===== config.mk =====
export PLATFORM = sky130hd
export DESIGN_NAME = lh_digest_hex_tx
export DESIGN_NICKNAME = d
export VERILOG_FILES = /design/src/rtl/lh_pkg.sv /design/src/rtl/lh_nibble2ascii.sv /design/src/rtl/lh_digest_hex_tx.sv
export SDC_FILE = /design/constraint.sdc
export NUM_CORES = 1
export LEC_CHECK = 0
export CAP_MARGIN = 5
export CELL_PAD_IN_SITES_DETAIL_PLACEMENT = 1
export CELL_PAD_IN_SITES_GLOBAL_PLACEMENT = 1
export CORE_MARGIN = 1
export CORE_UTILIZATION = 36
export CTS_CLUSTER_DIAMETER = 80
export CTS_CLUSTER_SIZE = 16
export DETAILED_ROUTE_END_ITERATION = 10
export PLACE_DENSITY_LB_ADDON = 0.1
export SKIP_LAST_GASP = 1
export SYNTH_ARGS = -nofsm -noshare
export SYNTH_HDL_FRONTEND = slang
export SYNTH_SLANG_ARGS = --single-unit

===== constraint.sdc =====
create_clock -name clk -period 3.3 [get_ports clk]
set_input_delay 0.66 -clock clk [delete_from_list [all_inputs] [get_ports clk]]
set_output_delay 0.66 -clock clk [all_outputs]
set_load 0.005 [all_outputs]

===== src/rtl/lh_pkg.sv =====
// Shared types and constants for the light-hash digest printers.
// Holds the transmitter state encoding and the ASCII code points used for hex output.
package lh_pkg;

    typedef enum logic [1:0] {
        IDLE = 2'd0,
        SEND = 2'd1,
        TERM = 2'd2
    } lh_tx_state_t;

    localparam logic [7:0] NULL_CHAR  = 8'h00;
    localparam logic [7:0] ASCII_0    = 8'h30;
    localparam logic [7:0] ASCII_LA   = 8'h61;
    localparam logic [7:0] ASCII_UA   = 8'h41;
    localparam logic [7:0] LH_TERM_LF = 8'h0A;

    localparam logic [3:0] NIB_LAST   = 4'd15;

    // Code point of 'a' or 'A', depending on the requested letter case.
    function automatic logic [7:0] hex_letter_base(input logic upper);
        return upper ? ASCII_UA : ASCII_LA;
    endfunction

endpackage


===== src/rtl/lh_nibble2ascii.sv =====
// Combinational 4-bit to ASCII hex digit converter.
// Letter case is fixed at elaboration time through UPPERCASE.
module lh_nibble2ascii
    import lh_pkg::*;
#(
    parameter bit UPPERCASE = 1'b0
) (
    input  logic [3:0] nibble,
    output logic [7:0] ascii
);

    logic [7:0] nib_ext;

    always_comb begin
        nib_ext = {4'd0, nibble};
        if (nibble < 4'd10) begin
            ascii = ASCII_0 + nib_ext;
        end else begin
            ascii = hex_letter_base(UPPERCASE) + (nib_ext - 8'd10);
        end
    end

endmodule


===== src/rtl/lh_digest_hex_tx.sv =====
// Serialises each 64-bit hash digest as 16 ASCII hex characters (MS nibble first)
// plus an optional terminator, over a valid/ready byte stream with overrun detection.
module lh_digest_hex_tx
    import lh_pkg::*;
#(
    parameter bit         UPPERCASE = 1'b0,
    parameter bit         TERM_EN   = 1'b1,
    parameter logic [7:0] TERM_CHAR = LH_TERM_LF
) (
    input  logic        clk,
    input  logic        rst_n,
    input  logic [63:0] digest_char,
    input  logic        digest_ready,
    output logic [7:0]  out_char,
    output logic        out_valid,
    input  logic        out_ready,
    output logic        busy,
    output logic        overrun,
    input  logic        overrun_clr
);

    lh_tx_state_t state_q, state_d;
    logic [63:0]  shreg_q, shreg_d;
    logic [3:0]   nib_idx_q, nib_idx_d;
    logic         rdy_q, rdy_d;
    logic         overrun_q, overrun_d;
    logic [7:0]   out_char_q, out_char_d;
    logic         out_valid_q, out_valid_d;
    logic         busy_q, busy_d;

    logic         new_dig;
    logic         xfer;
    logic         last_xfer;
    logic [5:0]   nib_msb;
    logic [3:0]   nib_sel;
    logic [7:0]   nib_ascii;

    assign new_dig = digest_ready & ~rdy_q;
    assign xfer    = out_valid_q & out_ready;
    assign rdy_d   = digest_ready;

    // The frame's final byte is the terminator when enabled, otherwise nibble 15.
    always_comb begin
        last_xfer = 1'b0;
        if (xfer) begin
            if (TERM_EN) begin
                last_xfer = (state_q == TERM);
            end else begin
                last_xfer = (state_q == SEND) && (nib_idx_q == NIB_LAST);
            end
        end
    end

    always_ff @(posedge clk or negedge rst_n) begin
        if (!rst_n) begin
            state_q     <= IDLE;
            shreg_q     <= 64'd0;
            nib_idx_q   <= 4'd0;
            rdy_q       <= 1'b0;
            overrun_q   <= 1'b0;
            out_char_q  <= NULL_CHAR;
            out_valid_q <= 1'b0;
            busy_q      <= 1'b0;
        end else begin
            state_q     <= state_d;
            shreg_q     <= shreg_d;
            nib_idx_q   <= nib_idx_d;
            rdy_q       <= rdy_d;
            overrun_q   <= overrun_d;
            out_char_q  <= out_char_d;
            out_valid_q <= out_valid_d;
            busy_q      <= busy_d;
        end
    end

    always_comb begin
        state_d   = state_q;
        shreg_d   = shreg_q;
        nib_idx_d = nib_idx_q;
        overrun_d = overrun_q & ~overrun_clr;

        case (state_q)
            IDLE: begin
                if (new_dig) begin
                    state_d   = SEND;
                    shreg_d   = digest_char;
                    nib_idx_d = 4'd0;
                end
            end
            SEND: begin
                if (xfer) begin
                    nib_idx_d = nib_idx_q + 4'd1;
                    if (nib_idx_q == NIB_LAST) begin
                        state_d = TERM_EN ? TERM : IDLE;
                    end
                end
            end
            TERM: begin
                if (xfer) begin
                    state_d = IDLE;
                end
            end
            default: begin
                state_d = IDLE;
            end
        endcase

        // A digest landing on the final transfer chains straight into the next frame;
        // anywhere else mid-frame it is dropped. Setting overrides the clear.
        if (new_dig && (state_q != IDLE)) begin
            if (last_xfer) begin
                state_d   = SEND;
                shreg_d   = digest_char;
                nib_idx_d = 4'd0;
            end else begin
                overrun_d = 1'b1;
            end
        end
    end

    // Output registers are loaded from the next state so the first character
    // appears in the cycle right after the digest edge is sampled.
    always_comb begin
        nib_msb = 6'd63 - {nib_idx_d, 2'b00};
        nib_sel = shreg_d[nib_msb -: 4];
    end

    lh_nibble2ascii #(
        .UPPERCASE(UPPERCASE)
    ) u_nib2ascii (
        .nibble(nib_sel),
        .ascii (nib_ascii)
    );

    always_comb begin
        out_valid_d = (state_d != IDLE);
        busy_d      = (state_d != IDLE);
        case (state_d)
            SEND:    out_char_d = nib_ascii;
            TERM:    out_char_d = TERM_CHAR;
            default: out_char_d = NULL_CHAR;
        endcase
    end

    assign out_char  = out_char_q;
    assign out_valid = out_valid_q;
    assign busy      = busy_q;
    assign overrun   = overrun_q;

endmodule


==> results.json <==
{
  "final_common_cell": "nand2_1",
  "final_cell_mix": "nand2_1, dfrtp_1, clkdlybuf4s50_1",
  "dp_hpwl_mm": 9.92,
  "syn-num-nets": 594,
  "rows": 40,
  "hold_ws_ns": 0.475,
  "num_vias": 4159,
  "worstSetupStartpointType": "register",
  "comb_power_share_pct": 59.8,
  "cp.buffers_inverters": 3,
  "finalSetupViolCount": 0,
  "drive_gt1_share_pct": 21.5,
  "via_per_inst": 4.99,
  "post-synth-top-area-fraction_pct": 45.3,
  "ys_async_sr_fraction_pct": 100,
  "die-area_sq_um": 12900,
  "synthTopCellsByArea": "dfrtp_1, nand2_1, mux2i_1, mux4_2, ha_1",
  "cp.required_ns": 3.57,
  "numCtsBuffers": 9,
  "die_y_um": 114,
  "ios": 80,
  "cts_max_level": 3,
  "fmax_ghz": 0.305,
  "clockBufferDepth": 2,
  "fin_skew_ns": 0.00670,
  "p_clk_share_pct": 14.9,
  "synth_ff_type": "dfrtp_1",
  "rr_endpoint": "out_char[3]",
  "synth.avg_cell_area_sq_um": 8.64,
  "utilization_pct": 53.3,
  "postCtsHoldBufs": 0,
  "cell_internal_pwr_mw": 4.23,
  "path_delay_family": "compound AO/OA/AOI/OAI gates",
  "min_delay_path_depth": 1,
  "clock-root-buffer": "clkbuf_16",
  "io_buffers": 79,
  "initial_core_util_pct": 37.1,
  "ys_seq_elements": 81,
  "final_max_slew_viol_count": 0,
  "yosysUniqueCellTypes": 71,
  "syn2layout_area_growth_pct": 43.7,
  "r2r-start": "state_q[0]",
  "maxSlewHeadroom_pct": 31.7,
  "drc": 0,
  "r2r_slack_ns": 0.02,
  "drt-total-wl_mm": 13.6,
  "critical_path_class": "reg2reg",
  "grt_max_degree": 82,
  "whs_endpoint": "rdy_q",
  "synth_area_sq_um": 4480,
  "ys_seq_area_share_pct": 45.3,
  "swShare_pct": 39.7,
  "power_density_nw_per_um2": 1090,
  "finalCritPeriodShare_pct": 99.4,
  "clock_sinks": 81,
  "finalHoldViolations": 0,
  "firstDrtPassIters": 4,
  "detail-route-antenna-nets": 0,
  "crit_arrival_ns": 3.54,
  "antenna_cells": 0,
  "ir_worst_vdd_v": 0.000374,
  "drt_iter0_drc": 205,
  "fp.coreArea_sq_um": 12100,
  "grt_pass1_wl_mm": 22.4,
  "reg2reg_depth": 12,
  "hold_start": "digest_ready",
  "p_seq_share_pct": 25.4,
  "grt_setup_unrepaired": "yes",
  "post_drt_wl_per_cell_um": 16.3,
  "cts_tree": "built",
  "cp-end-kind": "register",
  "grt-ovfl-total": 0,
  "max_stage_delay_ns": 0.54,
  "status": "finished clean",
  "worst_path_max_delay_cell": "or4_4",
  "track_usage_pct": 22.7,
  "max_cap_viol_count": 0,
  "grt_pass1_vias": 4405,
  "synth_edf_count": 0,
  "gp_congestion": 0.798,
  "die_x_um": 114,
  "fin_crit_ns": 3.28,
  "ys_warn_count": 0,
  "cp_cell_sequence": "buf_6, nand4b_4, buf_6, mux2i_1, a2111o_1, a311o_1, o211ai_2, ha_2, inv_2, ha_4, or4_4, o221ai_2",
  "finalPower_mw": 7.02,
  "hold_class": "in2reg",
  "cpMostUsedCell": "buf_6",
  "cts.clk_slew.worst_paths_ns": 0.06,
  "p_leak_nw": 3.10,
  "insertion_delay_ns": 0.35,
  "p_switching_mw": 2.79,
  "fin_nets": 737,
  "syn_inst": 518,
  "antenna_found_initial": 0,
  "crit_fanout": 5,
  "synth_area_leader_cell": "dfrtp_1",
  "worstMarginPinSlew_ns": 1.02
}
cell families after synthesis:
logic type                 after synthesis  synth area share [%]
and+or+nand+nor                        282                  27.2
DFF                                     81                  45.3
AOI/OAI and AO/OA                       64                  11.0
buffers and inverters                   46                  4.64
muxes                                   32                  8.64
adders and majority gates                7                  1.96
xor gates and xnor gates                 5                  1.15
other                                    1                0.0838
synthesized netlist by cell type, types with 3 or more instances:
library cell	count
a2111oi_0	4
a21oi_1	8
a31oi_1	3
buf_1	3
buf_2	7
buf_4	3
clkbuf_1	17
dfrtp_1	81
ha_1	7
inv_1	14
mux2_2	3
mux2i_1	24
mux4_2	4
nand2_1	208
nand3_1	14
nand4_1	4
nor2_1	17
nor2b_1	4
nor3_1	12
o211ai_1	3
o21ai_0	7
o22a_1	3
o22ai_1	4
xnor2_1	3
per-layer routing:
layer  track usage, %  vias up  part of all wire, %
met2             38.5       58                   49
met1             29.3     2054                   47
li1                 -     2040                    -
met5                0        -                    0
met3             5.05        7                  3.3
met4             6.05        0                 0.91
worst register-to-register path: stages, from the launching register on:
cell	delay (ns)
dfrtp_2	0.41
buf_6	0.12
nand4b_4	0.16
buf_6	0.17
mux2i_1	0.13
a2111o_1	0.38
a311o_1	0.37
o211ai_2	0.21
ha_2	0.24
inv_2	0.05
ha_4	0.22
or4_4	0.54
o221ai_2	0.17
worst max path at each step:
stage / start / endpoint / depth (start not counted)
floorplan: out_ready / out_char[3] / 13
global placement: out_ready / out_char[3] / 13
detailed placement: out_ready / out_char[3] / 13
CTS: out_ready / out_char[3] / 14
global route: state_q[1] / out_char[3] / 12
finish: state_q[0] / out_char[3] / 12
flip-flops by register name, indices dropped and copies added (netlist names):
register and flops:
rdy_q 1, shreg_q 64, busy 1, state_q 2, out_char 8, overrun 1
nib_idx_q 4
area by class of cell:
type,instances,area (sq um)
fill,1421,5630
tap,168,210
inverter,14,52.6
timing repair buffer,164,1480
multi-input combinational,391,2360
clock buffer,12,256
clock inverter,4,48.8
sequential,81,2030
repair_timing:
action,4_1_cts,5_1_grt
gates resized for setup,15,28
buffers inserted,1,8
pin swaps,5,11
gates cloned,1,0
setup endpoints to repair,7,5
stage by stage:
stage / TNS (ns) / cells / cell area, sq um / setup slack [ns]
after floorplan: 0 / 518 / 4500 / 0.00619
after global placement: -3.75 / 809 / 5910 / -0.704
after detailed placement: -4.18 / 809 / 5910 / -0.792
after CTS: 0 / 827 / 6280 / 0.000141
after global routing: -0.0767 / 834 / 6430 / -0.0767
final: 0 / 834 / 6430 / 0.0207
power by group through the flow:
stage	combinational [mW]	sequential (mW)	clock [mW]
floorplan	2.33	1.67	0
global placement	3.79	1.77	0
detailed placement	3.90	1.78	0
CTS	4.04	1.78	1.07
global route	4.60	1.84	1.11
finish	4.19	1.78	1.04
Note: power is estimated with default switching activity, not from simulation.
